`config.mk`:
```
export PLATFORM = sky130hd
export DESIGN_NAME = user_input_conditioner_flat
export DESIGN_NICKNAME = d
export VERILOG_FILES = /design/src/rtl/user_input_conditioner_pkg.sv /design/src/rtl/user_input_conditioner_if.sv /design/src/rtl/user_input_conditioner_debounce.sv /design/src/rtl/user_input_conditioner.sv /design/src/flat_wrapper.sv
export SDC_FILE = /design/constraint.sdc
export NUM_CORES = 1
export LEC_CHECK = 0
export CORE_ASPECT_RATIO = 1.1
export CORE_MARGIN = 10
export CORE_UTILIZATION = 50
export CTS_CLUSTER_SIZE = 16
export DETAILED_ROUTE_END_ITERATION = 8
export PLACE_DENSITY = 0.7
export SLEW_MARGIN = 5
export SYNTH_ARGS = -nofsm -noshare
export SYNTH_HDL_FRONTEND = slang
export SYNTH_SLANG_ARGS = --single-unit
export TNS_END_PERCENT = 20
```
`constraint.sdc`:
```
create_clock -name CLOCK_50 -period 11.2 [get_ports CLOCK_50]
set_input_delay 1.12 -clock CLOCK_50 [delete_from_list [all_inputs] [get_ports CLOCK_50]]
set_output_delay 1.12 -clock CLOCK_50 [all_outputs]
set_load 0.1 [all_outputs]
```
`src/rtl/user_input_conditioner_pkg.sv`:
```
// Shared types, default timing constants and width helpers for the
// operator input conditioner.
package input_cond_pkg;

  typedef enum logic [1:0] {
    IDLE   = 2'd0,
    DELAY  = 2'd1,
    REPEAT = 2'd2
  } rpt_state_t;

  localparam int unsigned DEF_N_SW         = 4;
  localparam int unsigned DEF_N_KEY        = 3;
  localparam int unsigned DEF_SYNC_STAGES  = 2;
  localparam int unsigned DEF_SW_DEBOUNCE  = 1000000;
  localparam int unsigned DEF_KEY_DEBOUNCE = 500000;
  localparam int unsigned DEF_REPEAT_DELAY = 25000000;
  localparam int unsigned DEF_REPEAT_RATE  = 5000000;

  function automatic int unsigned clog2(input int unsigned value);
    int unsigned     bits;
    longint unsigned span;
    bits = 0;
    span = 1;
    while (span < 64'(value)) begin
      span = span << 1;
      bits++;
    end
    return bits;
  endfunction

  function automatic int unsigned sel_width(input int unsigned n_sw);
    int unsigned w;
    w = clog2(n_sw);
    return (w == 0) ? 1 : w;
  endfunction

endpackage

```
`src/rtl/user_input_conditioner_if.sv`:
```
// Pin-side raw inputs and conditioned outputs of the input conditioner.
interface user_input_conditioner_if #(
  parameter int unsigned N_SW  = 4,
  parameter int unsigned N_KEY = 3,
  parameter int unsigned SEL_W = input_cond_pkg::sel_width(N_SW)
) ();

  logic [N_SW-1:0]  sw_raw;
  logic [N_KEY-1:0] key_n_raw;
  logic [N_SW-1:0]  sw_stable;
  logic [SEL_W-1:0] sel_index;
  logic             sel_valid;
  logic             err_multi;
  logic             err_none;
  logic             sel_change;
  logic [N_KEY-1:0] key_level;
  logic [N_KEY-1:0] key_press;
  logic [N_KEY-1:0] key_release;
  logic [N_KEY-1:0] key_repeat;

  modport master (
    output sw_raw, key_n_raw,
    input  sw_stable, sel_index, sel_valid, err_multi, err_none, sel_change,
    input  key_level, key_press, key_release, key_repeat
  );

  modport slave (
    input  sw_raw, key_n_raw,
    output sw_stable, sel_index, sel_valid, err_multi, err_none, sel_change,
    output key_level, key_press, key_release, key_repeat
  );

endinterface

```
`src/rtl/user_input_conditioner_debounce.sv`:
```
// One input channel: synchroniser chain, stability counter, debounced level
// and registered rise/fall pulses.
module debounce_channel
  import input_cond_pkg::*;
#(
  parameter int unsigned SYNC_STAGES = 2,
  parameter int unsigned DEBOUNCE    = 1000000,
  parameter logic        RESET_VAL   = 1'b0,
  parameter logic        INVERT      = 1'b0
) (
  input  logic CLOCK_50,
  input  logic reset,
  input  logic raw,
  output logic stable,
  output logic rise,
  output logic fall
);

  localparam int unsigned          CNT_W    = clog2(DEBOUNCE + 1);
  localparam logic [CNT_W-1:0]     CNT_LAST = CNT_W'(DEBOUNCE - 1);
  localparam logic                 STABLE_RST = RESET_VAL ^ INVERT;

  logic [SYNC_STAGES-1:0] sync_q;
  logic                   synced;
  logic [CNT_W-1:0]       cnt_q;
  logic                   stable_d;

  always_ff @(posedge CLOCK_50 or posedge reset) begin
    if (reset) sync_q <= {SYNC_STAGES{RESET_VAL}};
    else       sync_q <= {sync_q[SYNC_STAGES-2:0], raw};
  end

  assign synced = sync_q[SYNC_STAGES-1] ^ INVERT;

  // Any cycle where synced matches stable restarts the count, so a glitch
  // back to the old level costs the full debounce window again.
  always_ff @(posedge CLOCK_50 or posedge reset) begin
    if (reset) begin
      cnt_q  <= '0;
      stable <= STABLE_RST;
    end else if (synced == stable) begin
      cnt_q <= '0;
    end else if (cnt_q == CNT_LAST) begin
      cnt_q  <= '0;
      stable <= synced;
    end else begin
      cnt_q <= cnt_q + CNT_W'(1);
    end
  end

  always_ff @(posedge CLOCK_50 or posedge reset) begin
    if (reset) begin
      stable_d <= STABLE_RST;
      rise     <= 1'b0;
      fall     <= 1'b0;
    end else begin
      stable_d <= stable;
      rise     <= stable & ~stable_d;
      fall     <= ~stable & stable_d;
    end
  end

endmodule

```
`src/rtl/user_input_conditioner.sv`:
```
// Operator input front-end: debounced switches with algorithm selection and
// error flags, debounced buttons with press/release/auto-repeat pulses.
module user_input_conditioner
  import input_cond_pkg::*;
#(
  parameter int unsigned      N_SW         = DEF_N_SW,
  parameter int unsigned      N_KEY        = DEF_N_KEY,
  parameter int unsigned      SYNC_STAGES  = DEF_SYNC_STAGES,
  parameter int unsigned      SW_DEBOUNCE  = DEF_SW_DEBOUNCE,
  parameter int unsigned      KEY_DEBOUNCE = DEF_KEY_DEBOUNCE,
  parameter int unsigned      REPEAT_DELAY = DEF_REPEAT_DELAY,
  parameter int unsigned      REPEAT_RATE  = DEF_REPEAT_RATE,
  parameter logic [N_KEY-1:0] REPEAT_MASK  = '0
) (
  input logic                    CLOCK_50,
  input logic                    reset,
  user_input_conditioner_if.slave io
);

  localparam int unsigned SEL_W          = sel_width(N_SW);
  localparam logic [31:0] RPT_DELAY_LAST = 32'(REPEAT_DELAY - 1);
  localparam logic [31:0] RPT_RATE_LAST  = 32'(REPEAT_RATE - 1);

  logic [N_SW-1:0]  sw_stable;
  logic [N_SW-1:0]  sw_rise_unused;
  logic [N_SW-1:0]  sw_fall_unused;
  logic [N_KEY-1:0] key_level;
  logic [N_KEY-1:0] key_press;
  logic [N_KEY-1:0] key_release;
  logic [N_KEY-1:0] key_repeat;

  for (genvar i = 0; i < N_SW; i++) begin : g_sw
    debounce_channel #(
      .SYNC_STAGES(SYNC_STAGES),
      .DEBOUNCE   (SW_DEBOUNCE),
      .RESET_VAL  (1'b0),
      .INVERT     (1'b0)
    ) u_db (
      .CLOCK_50(CLOCK_50),
      .reset   (reset),
      .raw     (io.sw_raw[i]),
      .stable  (sw_stable[i]),
      .rise    (sw_rise_unused[i]),
      .fall    (sw_fall_unused[i])
    );
  end

  for (genvar k = 0; k < N_KEY; k++) begin : g_key
    debounce_channel #(
      .SYNC_STAGES(SYNC_STAGES),
      .DEBOUNCE   (KEY_DEBOUNCE),
      .RESET_VAL  (1'b1),
      .INVERT     (1'b1)
    ) u_db (
      .CLOCK_50(CLOCK_50),
      .reset   (reset),
      .raw     (io.key_n_raw[k]),
      .stable  (key_level[k]),
      .rise    (key_press[k]),
      .fall    (key_release[k])
    );
  end

  // Selection: lowest set switch wins; only 0 / 1 / many matters for flags.
  logic [SEL_W-1:0] sel_index_c, sel_index_q;
  logic             found_c, multi_c;
  logic             sel_valid_q, err_multi_q, err_none_q;
  logic [SEL_W:0]   sel_prev_q;
  logic             sel_change_q;

  always_comb begin
    sel_index_c = '0;
    found_c     = 1'b0;
    multi_c     = 1'b0;
    for (int unsigned i = 0; i < N_SW; i++) begin
      if (sw_stable[i]) begin
        if (found_c) multi_c = 1'b1;
        else         sel_index_c = SEL_W'(i);
        found_c = 1'b1;
      end
    end
  end

  always_ff @(posedge CLOCK_50 or posedge reset) begin
    if (reset) begin
      sel_index_q  <= '0;
      sel_valid_q  <= 1'b0;
      err_multi_q  <= 1'b0;
      err_none_q   <= 1'b1;
      sel_prev_q   <= '0;
      sel_change_q <= 1'b0;
    end else begin
      sel_index_q  <= sel_index_c;
      sel_valid_q  <= found_c & ~multi_c;
      err_multi_q  <= multi_c;
      err_none_q   <= ~found_c;
      sel_prev_q   <= {sel_valid_q, sel_index_q};
      sel_change_q <= ({sel_valid_q, sel_index_q} != sel_prev_q);
    end
  end

  // Repeat pulses are decoded combinationally from the counter so the first
  // one lands exactly REPEAT_DELAY cycles after the press pulse.
  for (genvar k = 0; k < N_KEY; k++) begin : g_rpt
    if (REPEAT_MASK[k]) begin : g_on
      rpt_state_t  state_q, state_d;
      logic [31:0] cnt_q, cnt_d;
      logic        rpt;

      always_ff @(posedge CLOCK_50 or posedge reset) begin
        if (reset) begin
          state_q <= IDLE;
          cnt_q   <= '0;
        end else begin
          state_q <= state_d;
          cnt_q   <= cnt_d;
        end
      end

      always_comb begin
        state_d = state_q;
        cnt_d   = cnt_q;
        if (!key_level[k]) begin
          state_d = IDLE;
          cnt_d   = '0;
        end else begin
          unique case (state_q)
            IDLE: begin
              if (key_press[k]) begin
                state_d = DELAY;
                cnt_d   = '0;
              end
            end
            DELAY: begin
              if (cnt_q == RPT_DELAY_LAST) begin
                state_d = REPEAT;
                cnt_d   = '0;
              end else begin
                cnt_d = cnt_q + 32'd1;
              end
            end
            REPEAT: begin
              if (cnt_q == RPT_RATE_LAST) cnt_d = '0;
              else                        cnt_d = cnt_q + 32'd1;
            end
            default: begin
              state_d = IDLE;
              cnt_d   = '0;
            end
          endcase
        end
      end

      always_comb begin
        rpt = 1'b0;
        if (key_level[k]) begin
          rpt = ((state_q == DELAY)  && (cnt_q == RPT_DELAY_LAST)) ||
                ((state_q == REPEAT) && (cnt_q == RPT_RATE_LAST));
        end
      end

      assign key_repeat[k] = rpt;
    end else begin : g_off
      assign key_repeat[k] = 1'b0;
    end
  end

  assign io.sw_stable   = sw_stable;
  assign io.sel_index   = sel_index_q;
  assign io.sel_valid   = sel_valid_q;
  assign io.err_multi   = err_multi_q;
  assign io.err_none    = err_none_q;
  assign io.sel_change  = sel_change_q;
  assign io.key_level   = key_level;
  assign io.key_press   = key_press;
  assign io.key_release = key_release;
  assign io.key_repeat  = key_repeat;

endmodule

```
`src/flat_wrapper.sv`:
```
// flat-port wrapper written by rule: the top's interface ports become plain ports
module user_input_conditioner_flat import input_cond_pkg::*;
#(
  parameter int unsigned      N_SW         = DEF_N_SW,
  parameter int unsigned      N_KEY        = DEF_N_KEY,
  parameter int unsigned      SYNC_STAGES  = DEF_SYNC_STAGES,
  parameter int unsigned      SW_DEBOUNCE  = DEF_SW_DEBOUNCE,
  parameter int unsigned      KEY_DEBOUNCE = DEF_KEY_DEBOUNCE,
  parameter int unsigned      REPEAT_DELAY = DEF_REPEAT_DELAY,
  parameter int unsigned      REPEAT_RATE  = DEF_REPEAT_RATE,
  parameter logic [N_KEY-1:0] REPEAT_MASK  = '0
)
  (CLOCK_50, reset, io_sw_raw, io_key_n_raw, io_sw_stable, io_sel_index, io_sel_valid, io_err_multi, io_err_none, io_sel_change, io_key_level, io_key_press, io_key_release, io_key_repeat);
  user_input_conditioner_if #(.N_SW(N_SW), .N_KEY(N_KEY)) io_i ();
  input logic CLOCK_50;
  input logic reset;
  input wire logic [$bits(io_i.sw_raw)-1:0] io_sw_raw;
  input wire logic [$bits(io_i.key_n_raw)-1:0] io_key_n_raw;
  output wire logic [$bits(io_i.sw_stable)-1:0] io_sw_stable;
  output wire logic [$bits(io_i.sel_index)-1:0] io_sel_index;
  output wire logic [$bits(io_i.sel_valid)-1:0] io_sel_valid;
  output wire logic [$bits(io_i.err_multi)-1:0] io_err_multi;
  output wire logic [$bits(io_i.err_none)-1:0] io_err_none;
  output wire logic [$bits(io_i.sel_change)-1:0] io_sel_change;
  output wire logic [$bits(io_i.key_level)-1:0] io_key_level;
  output wire logic [$bits(io_i.key_press)-1:0] io_key_press;
  output wire logic [$bits(io_i.key_release)-1:0] io_key_release;
  output wire logic [$bits(io_i.key_repeat)-1:0] io_key_repeat;
  assign io_i.sw_raw = io_sw_raw;
  assign io_i.key_n_raw = io_key_n_raw;
  assign io_sw_stable = io_i.sw_stable;
  assign io_sel_index = io_i.sel_index;
  assign io_sel_valid = io_i.sel_valid;
  assign io_err_multi = io_i.err_multi;
  assign io_err_none = io_i.err_none;
  assign io_sel_change = io_i.sel_change;
  assign io_key_level = io_i.key_level;
  assign io_key_press = io_i.key_press;
  assign io_key_release = io_i.key_release;
  assign io_key_repeat = io_i.key_repeat;
  user_input_conditioner #(.N_SW(N_SW), .N_KEY(N_KEY), .SYNC_STAGES(SYNC_STAGES), .SW_DEBOUNCE(SW_DEBOUNCE), .KEY_DEBOUNCE(KEY_DEBOUNCE), .REPEAT_DELAY(REPEAT_DELAY), .REPEAT_RATE(REPEAT_RATE), .REPEAT_MASK(REPEAT_MASK)) u_core (.CLOCK_50(CLOCK_50), .reset(reset), .io(io_i));
endmodule
```
==> results_dict.tcl, run 1 <==
set metrics [dict create \
    ios 31 \
    yosysSeqAreaShare_pct 53.6 \
    avgSynthCellArea_um2 10.1 \
    cts.clk_slew.worst_paths_ns 0.06 \
    ir_drop_uv 101 \
    critPathSlowestCell "clkdlybuf4s50_1" \
    synth_edf_count 0 \
    clock_power_share_pct 47.5 \
    path_depth 1 \
    cts_resized 0 \
    drtIter0Drc 245 \
    syn_area_um2 8240 \
    rsz0062_at_grt "false" \
    ctsHoldBuffers 0 \
    timing.fmax_mhz 311 \
    dieArea_um2 22000 \
    tightestPinTransition_ns 1.12 \
    tns_ns 0 \
    p_comb_share_pct 3.1 \
    status "completed" \
    cts_buffer_depth 2 \
    finalHoldViolations 0 \
    final_common_cell "dfrtp_1" \
    drv_slew 0 \
    drc 0 \
    min_path_cells 0 \
    cp-start-kind "flip-flop" \
    slew_headroom_pct 24.7 \
    via_per_inst 5.47 \
    htree_levels 4 \
    routedWlPerCell_um 13.7 \
    yosysWarnings 0 \
    hp-class "reg2reg" \
    first_pass_iters 6 \
    internal_power_mw 1.04 \
    num_antenna_cells 0 \
    die_height_um 155 \
    ys.flop_type "dfrtp_1" \
    max-cap-violations 0 \
    powerDensity_nw_per_um2 143 \
    grt_max_degree 114 \
    cts_sinks 176 \
    endpoint_kind "primary output" \
    num_rows 49 \
    p_sw_mw 0.281 \
    numCtsBuffers 17 \
    final_cell_mix "169 x dfrtp_1, 144 x nor2_1, 91 x xnor2_1" \
    grt_overflow 0 \
    switching_share_pct 21.2 \
    path_buf_inv 1 \
    nets 847 \
    setup_viol 0 \
    ys_seq_elements 176 \
    grt_pass1_wl_mm 25.0 \
    cts_setup_buffers 0 \
    clock_latency_ns 0.42 \
    min_period_ns 3.22 \
    cp_max_fo 8 \
    numPortBuffers 27 \
    place_congestion 0.825 \
    path_delay_family "buffers and inverters" \
    syn_to_final_growth_pct 12.2 \
    antenna_found_initial 0 \
    cpPeakStageDelay_ns 1.19 \
    num_vias 5737 \
    synth_cell_types 50 \
    drt_wl_total_mm 14.3 \
    arrival_ns 2.10 \
    grt_pass1_vias 5394 \
    dp_hpwl_mm 9.44 \
    die_x_um 142 \
    grtUsageTotal_pct 13.5 \
    reg2reg_depth 5 \
    period_share_pct 28.7 \
    crit_required_ns 10.08 \
    drtAntennaViolNets 0 \
    netlist_instances 812 \
    power_mw 1.32 \
    start_util_pct 50.7 \
    drive_gt1_share_pct 7.35 \
    path_cells "clkdlybuf4s50_1" \
    power_frac_seq_pct 49.4 \
    p_leak_nw 3.60 \
    fin_worst_skew_ns 0.00942 \
    cts_tree "done" \
    path_class "reg2out" \
    cts_root_buf "clkbuf_16" \
    design.core.area_um2 16200 \
    synth-async-reset-ratio_pct 100 \
]
## path summary, 6_finish.rpt
check                                              startpoint                       endpoint  slack, ns
worst max register to register   u_core.g_sw[1].u_db.cnt_q[0]  u_core.g_sw[1].u_db.cnt_q[11]       8.83
worst min register to register  u_core.g_sw[3].u_db.sync_q[0]  u_core.g_sw[3].u_db.sync_q[1]       0.35
max in group asynchronous                               reset  u_core.g_sw[0].u_db.cnt_q[18]       8.57
worst min-delay path            u_core.g_sw[3].u_db.sync_q[0]  u_core.g_sw[3].u_db.sync_q[1]       0.35
worst max-delay path               u_core.g_sw[1].u_db.stable                io_sw_stable[1]       7.98
min in group asynchronous                               reset  u_core.g_sw[1].u_db.cnt_q[10]       1.29
## per-layer routing
layer	up-vias	routed length [µm]	track usage [%]
li1	2850	-	-
met1	2809	6850	17.1
met2	71	6950	21.8
met3	7	426	3.31
met4	0	84	5.21
met5	-	0	0
## kinds of logic (layout without fill, tap and decap cells)
family	count (synthesis)	in the layout	share of synthesized area [%]
DFF	176	176	53.6
xor gates and xnor gates	111	111	11.8
AOI/OAI and AO/OA	50	50	4.27
buffers and inverters	65	95	3.89
adders and majority gates	7	7	1.06
muxes	11	11	1.40
other	1	3	0.0455
and+or+nand+nor	391	391	24.0
## cell type report
type | count | area, µm²
clock buffers | 20 | 457
flip-flops and latches | 176 | 4410
clock inverters | 12 | 181
repair buffers | 30 | 293
inverters | 33 | 129
fillers | 1361 | 7010
multi-input cells | 573 | 3510
well taps | 204 | 255
## sequential cells by signal, summed over array words and instances, names as in the netlist
signal and cells:
u_core.g_key.u_db.sync_q 6, u_core.g_sw.u_db.stable 4, u_core.io.err_none 1, u_core.g_key.u_db.stable 3
u_core.io.sel_valid 1, u_core.g_key.u_db.rise 3, u_core.io.err_multi 1, u_core.g_key.u_db.fall 3
u_core.g_sw.u_db.sync_q 8, u_core.g_key.u_db.stable_d 3, u_core.io.sel_index 2, u_core.g_key.u_db.cnt_q 57
u_core.io.sel_change 1, u_core.sel_prev_q 3, u_core.g_sw.u_db.cnt_q 80
## Yosys cell counts (all sizes together), types with 3 or more instances
| library cell | instances | area share [%] |
|---|---|---|
| a21oi | 15 | 0.91 |
| a31o | 3 | 0.32 |
| and2 | 5 | 0.38 |
| and3 | 7 | 0.53 |
| and4 | 3 | 0.32 |
| buf | 20 | 1.8 |
| clkbuf | 12 | 0.55 |
| dfrtp | 169 | 51 |
| dfstp | 7 | 2.2 |
| ha | 7 | 1.1 |
| inv | 33 | 1.5 |
| mux2 | 4 | 0.55 |
| mux2i | 7 | 0.85 |
| nand2 | 34 | 1.5 |
| nand3 | 46 | 2.8 |
| nand4 | 38 | 3.0 |
| nor2 | 144 | 6.6 |
| nor2b | 5 | 0.38 |
| nor3 | 35 | 2.1 |
| nor4 | 41 | 3.1 |
| nor4b | 3 | 0.32 |
| o21ai | 18 | 1.3 |
| o221ai | 4 | 0.43 |
| o31ai | 5 | 0.62 |
| or2 | 5 | 0.38 |
| or3 | 5 | 0.38 |
| or4 | 8 | 0.77 |
| or4b | 3 | 0.36 |
| xnor2 | 91 | 9.7 |
| xor2 | 20 | 2.1 |
## per-stage QoR
stage	util (%)	instances	worst slack, ns	hold WS [ns]	area, µm²
after floorplan	-	814	5.32	0.331	8250
after global placement	53.0	1016	7.98	0.338	8600
after detailed placement	53.0	1016	7.98	0.339	8600
after CTS	56.9	1048	7.93	0.357	9240
after global routing	56.9	1048	7.87	0.366	9240
final	56.9	1048	7.98	0.354	9240
## power by group through the flow
stage               Sequential [mW]  Combinational [mW]  Clock [mW]
floorplan                     0.664              0.0328           0
global placement              0.665              0.0421           0
detailed placement            0.666              0.0428           0
CTS                           0.654              0.0429       0.644
global route                  0.655              0.0477       0.669
finish                        0.654              0.0410       0.628
Note: power is estimated with default switching activity, not from simulation.
==> run 2: changes to the inputs <==
==> constraint.sdc (replaced) <==
create_clock -name CLOCK_50 -period 3.1 [get_ports CLOCK_50]
set_input_delay 0.31 -clock CLOCK_50 [delete_from_list [all_inputs] [get_ports CLOCK_50]]
set_output_delay 0.31 -clock CLOCK_50 [all_outputs]
set_load 0.1 [all_outputs]
==> results_dict.tcl, run 2 (synthesized netlist as in run 1, its figures left out) <==
set metrics [dict create \
    first_pass_iters 5 \
    crit_required_ns 3.38 \
    ios 31 \
    path_class "reg2reg" \
    via_per_inst 5.39 \
    fin_worst_skew_ns 0.00903 \
    final-instance-count-excl-fill 1054 \
    min_period_ns 2.29 \
    largest_reg_flops 80 \
    period_share_pct 74.0 \
    num_vias 5683 \
    seq_area_um2 4410 \
    slew_headroom_pct 35.0 \
    grt_pass1_wl_mm 25.6 \
    dp.cells 1022 \
    startpoint "u_core.g_sw[1].u_db.cnt_q[0]" \
    rsz0062_at_grt "false" \
    power_frac_seq_pct 49.8 \
    final_util_pct 57.2 \
    dpl-instance-area_um2 8660 \
    arrival_ns 2.57 \
    cts_resized 0 \
    internal_power_mw 3.72 \
    hp-class "in2reg" \
    grt_pass1_vias 5584 \
    hold_slack_ns 0.293 \
    multi_input_area_um2 3510 \
    tightestPinTransition_ns 0.972 \
    antenna_found_initial 0 \
    powerDensity_nw_per_um2 511 \
    dieArea_um2 22000 \
    cp_max_fo 17 \
    endpoint_kind "flip-flop" \
    timing.fmax_mhz 436 \
    die_x_um 142 \
    numPortBuffers 27 \
    drc 0 \
    registers.top_by_ff_count "u_core.g_sw.u_db.cnt_q" \
    die_height_um 155 \
    final_common_cell "dfrtp_1" \
    htree_levels 4 \
    fin_area_um2 9290 \
    fillers 1410 \
    finalHoldViolations 0 \
    switching_share_pct 21.6 \
    tns_ns 0 \
    num_antenna_cells 0 \
    numCtsBuffers 17 \
    status "completed" \
    p_sw_mw 1.02 \
    setup_viol 0 \
    clock_power_share_pct 46.8 \
    drive_gt1_share_pct 9.06 \
    grtUsageTotal_pct 13.8 \
    place_congestion 0.844 \
    nets 853 \
    p_leak_nw 3.66 \
    cts_setup_buffers 0 \
    routedWlPerCell_um 13.5 \
    grt_max_degree 55 \
    dp_hpwl_mm 9.61 \
    r2r_start "u_core.g_sw[1].u_db.cnt_q[0]" \
    cts_buffer_depth 2 \
    syn_to_final_growth_pct 12.7 \
    cp-start-kind "flip-flop" \
    num_rows 49 \
    p_comb_share_pct 3.3 \
    drv_slew 0 \
    max-cap-violations 0 \
    ctsHoldBuffers 0 \
    cts_sinks 176 \
    cts_root_buf "clkbuf_16" \
    largestRegisters "u_core.g_sw.u_db.cnt_q: 80 flops, u_core.g_key.u_db.cnt_q: 57 flops, u_core.g_sw.u_db.sync_q: 8 flops" \
    cts_tree "done" \
    drt_wl_total_mm 14.3 \
    clock_latency_ns 0.42 \
    drtAntennaViolNets 0 \
    grt_overflow 0 \
    drtIter0Drc 330 \
    cts.clk_slew.worst_paths_ns 0.06 \
    ir_drop_uv 393 \
    holdCritStartpoint "io_key_n_raw[2]" \
    design.core.area_um2 16200 \
    start_util_pct 50.7 \
    final_cell_mix "169 x dfrtp_1, 144 x nor2_1, 91 x xnor2_1" \
]
==> run 2: cell count changes in the layout (fill, tap and decap cells not counted), sizes merged <==
cell           change
buf               +14
clkdlybuf4s50      -8
bufinv             -1
clkinv             +1
clkinvlp           -1
inv                +1
==> run 2: cell type report <==
type	count	area share, %
multi-input combinational	573	37.8
clock buffer	20	5.03
sequential	176	47.5
tap	204	2.75
clock inverter	12	1.67
timing repair buffer	36	3.83
inverter	33	1.37
==> run 2: layer usage <==
| metal | GRT usage, % | wire, µm | share of wire [%] |
|---|---|---|---|
| met1 | 17.5 | 6640 | 47 |
| met3 | 3.68 | 494 | 3.5 |
| met4 | 5.21 | 220 | 1.5 |
| met2 | 22.1 | 6900 | 48 |
| met5 | 0 | 0 | 0 |
==> run 2: power by group through the flow <==
stage	logic [mW]	registers, mW	clock network [mW]
CTS	0.165	2.36	2.28
detailed placement	0.163	2.40	0
floorplan	0.119	2.40	0
global placement	0.162	2.40	0
finish	0.158	2.36	2.22
global route	0.184	2.37	2.38
==> run 2: final timing paths <==
check | end | slack (ns) | cells past startpoint
worst max-delay path | u_core.g_sw[1].u_db.cnt_q[3] | 0.81 | 5
worst min-delay path | u_core.g_key[2].u_db.sync_q[0] | 0.29 | 1
worst max register to register | u_core.g_sw[1].u_db.cnt_q[3] | 0.81 | 5
worst min register to register | u_core.g_sw[1].u_db.sync_q[1] | 0.34 | 0
max in group asynchronous | u_core.g_key[1].u_db.sync_q[1] | 2.06 | 3
min in group asynchronous | u_core.g_sw[1].u_db.cnt_q[14] | 0.31 | 2
==> run 2: per-stage QoR <==
stage	total power, mW	setup slack [ns]
floorplan	2.52	0.543
global placement	2.56	0.836
detailed placement	2.57	0.772
CTS	4.81	0.761
global route	4.93	0.566
finish	4.74	0.806
==> run 2: critical path, cell delays in order, from the launching register on <==
cell and delay [ns]:
dfrtp_1 0.40, ha_1 0.20, nand3_1 0.24, or4_1 0.63, o21ai_2 0.57, nor2_1 0.11
==> run 3: changes to the inputs <==
==> constraint.sdc (replaced) <==
create_clock -name CLOCK_50 -period 2.4 [get_ports CLOCK_50]
set_input_delay 0.24 -clock CLOCK_50 [delete_from_list [all_inputs] [get_ports CLOCK_50]]
set_output_delay 0.24 -clock CLOCK_50 [all_outputs]
set_load 0.1 [all_outputs]
==> results_dict.tcl, run 3 (synthesized netlist as in run 1, its figures left out) <==
set metrics [dict create \
    arrival_ns 2.50 \
    routedWlPerCell_um 13.6 \
    internal_power_mw 4.76 \
    hp-class "in2reg" \
    p_comb_share_pct 3.3 \
    timing.fmax_mhz 458 \
    dp_hpwl_mm 9.66 \
    registers.top_by_ff_count "u_core.g_sw.u_db.cnt_q" \
    drt_wl_total_mm 14.4 \
    ios 31 \
    die_x_um 142 \
    numPortBuffers 27 \
    ctsHoldBuffers 0 \
    cts_buffer_depth 2 \
    p_sw_mw 1.36 \
    clock_latency_ns 0.43 \
    finalHoldViolations 0 \
    post-place-ws_ns 0.222 \
    final_cell_mix "169 x dfrtp_1, 144 x nor2_1, 91 x xnor2_1" \
    seq_area_um2 4410 \
    via_per_inst 5.40 \
    cts_tree "done" \
    first_pass_iters 4 \
    grt_overflow 0 \
    switching_share_pct 22.3 \
    fin_worst_skew_ns 0.00592 \
    crit_required_ns 2.71 \
    drc 0 \
    max-cap-violations 0 \
    num_vias 5736 \
    grt_pass1_wl_mm 26.2 \
    r2r_start "u_core.g_sw[2].u_db.cnt_q[12]" \
    tightestPinTransition_ns 0.655 \
    cts_setup_buffers 0 \
    die_height_um 155 \
    power_mw 6.12 \
    dieArea_um2 22000 \
    cp_max_fo 6 \
    endpoint_kind "flip-flop" \
    fin_ws_ns 0.215 \
    cp-start-kind "flip-flop" \
    status "completed" \
    num_rows 49 \
    slew_headroom_pct 55.9 \
    nets 862 \
    drtIter0Drc 356 \
    setup_viol 0 \
    cts_resized 0 \
    power_frac_seq_pct 49.8 \
    period_share_pct 91.1 \
    fillers 1375 \
    min_path_cells 1 \
    cts.clk_slew.worst_paths_ns 0.07 \
    cts_sinks 176 \
    reg2reg_depth 4 \
    powerDensity_nw_per_um2 658 \
    drv_slew 0 \
    hold_slack_ns 0.215 \
    num_antenna_cells 0 \
    largestRegisters "u_core.g_sw.u_db.cnt_q: 80 flops, u_core.g_key.u_db.cnt_q: 57 flops, u_core.g_sw.u_db.sync_q: 8 flops" \
    drive_gt1_share_pct 11.2 \
    grt_max_degree 118 \
    place_congestion 0.836 \
    hold_path_end "u_core.g_key[2].u_db.sync_q[0]" \
    cts_root_buf "clkbuf_16" \
    p_leak_nw 3.70 \
    final_util_pct 57.3 \
    r2r_setup_slack_ns 0.21 \
    min_period_ns 2.19 \
    holdCritStartpoint "io_key_n_raw[2]" \
    htree_levels 4 \
    clock_power_share_pct 46.8 \
    final_common_cell "dfrtp_1" \
    antenna_found_initial 0 \
    start_util_pct 50.7 \
    largest_reg_flops 80 \
    syn_to_final_growth_pct 13.0 \
    ir_drop_uv 514 \
    drtAntennaViolNets 0 \
    multi_input_area_um2 3510 \
    design.core.area_um2 16200 \
    path_cells "or4b_1, or4_4, nor2_1, mux2_2" \
    numCtsBuffers 17 \
    cpPeakStageDelay_ns 0.54 \
    critPathSlowestCell "or4b_1" \
    r2r_end "u_core.g_sw[2].u_db.stable" \
    path_class "reg2reg" \
    grt_pass1_vias 5693 \
    grtUsageTotal_pct 14.1 \
    rsz0062_at_grt "false" \
]
## run 3: cell count changes in the layout (fill, tap and decap cells not counted), sizes merged
cell / delta
clkbuf: -1
clkinvlp: +2
buf: +20
clkinv: -3
inv: +2
clkdlybuf4s50: -11
## run 3: power by group through the flow
stage | clock network (mW) | logic, mW | registers [mW]
after floorplan | 0 | 0.154 | 3.10
after global placement | 0 | 0.208 | 3.10
after detailed placement | 0 | 0.211 | 3.11
after CTS | 2.94 | 0.212 | 3.05
after global routing | 3.08 | 0.239 | 3.06
final | 2.87 | 0.205 | 3.05
## run 3: final cells by class
type | count | share of cell area, %
Sequential cell | 176 | 47.4
Multi-Input combinational cell | 573 | 37.7
Clock buffer | 19 | 4.76
Timing Repair Buffer | 45 | 4.11
Tap cell | 204 | 2.74
Clock inverter | 13 | 1.88
Inverter | 33 | 1.37
## run 3: how the worst max path moves through the flow
stage,to,startpoint,cells after the start,slack [ns]
after global placement,u_core.g_sw[2].u_db.stable,u_core.g_sw[2].u_db.cnt_q[12],4,0.26
after CTS,u_core.g_sw[2].u_db.stable,u_core.g_sw[2].u_db.cnt_q[12],4,0.20
after floorplan,u_core.g_key[0].u_db.cnt_q[0],reset,1,-0.09
after detailed placement,u_core.g_sw[2].u_db.stable,u_core.g_sw[2].u_db.cnt_q[12],4,0.22
after global routing,u_core.g_sw[2].u_db.stable,u_core.g_sw[2].u_db.cnt_q[12],4,0.12
final,u_core.g_sw[2].u_db.stable,u_core.g_sw[2].u_db.cnt_q[12],4,0.21
## run 3: worst max-delay path, delay by kind of cell, from the launching register on
kind	cells	cell delay [ns]
AND/OR/NAND/NOR	3	1.28
multiplexers	1	0.36
flip-flops	1	0.44
## run 3: per-layer routing
layer / share of wire [%] / global-route usage (%) / up-vias
li1: - / - / 2866
met1: 47 / 18.1 / 2782
met2: 48 / 22.1 / 66
met3: 3.2 / 3.46 / 22
met4: 1.8 / 5.88 / 0
met5: 0 / 0 / -
## run 3: through the flow
| step | cell area (µm²) | setup TNS [ns] | cells |
|---|---|---|---|
| floorplan | 8250 | -14.69 | 814 |
| global placement | 8690 | 0 | 1031 |
| detailed placement | 8690 | 0 | 1031 |
| CTS | 9310 | 0 | 1063 |
| global route | 9310 | 0 | 1063 |
| finish | 9310 | 0 | 1063 |
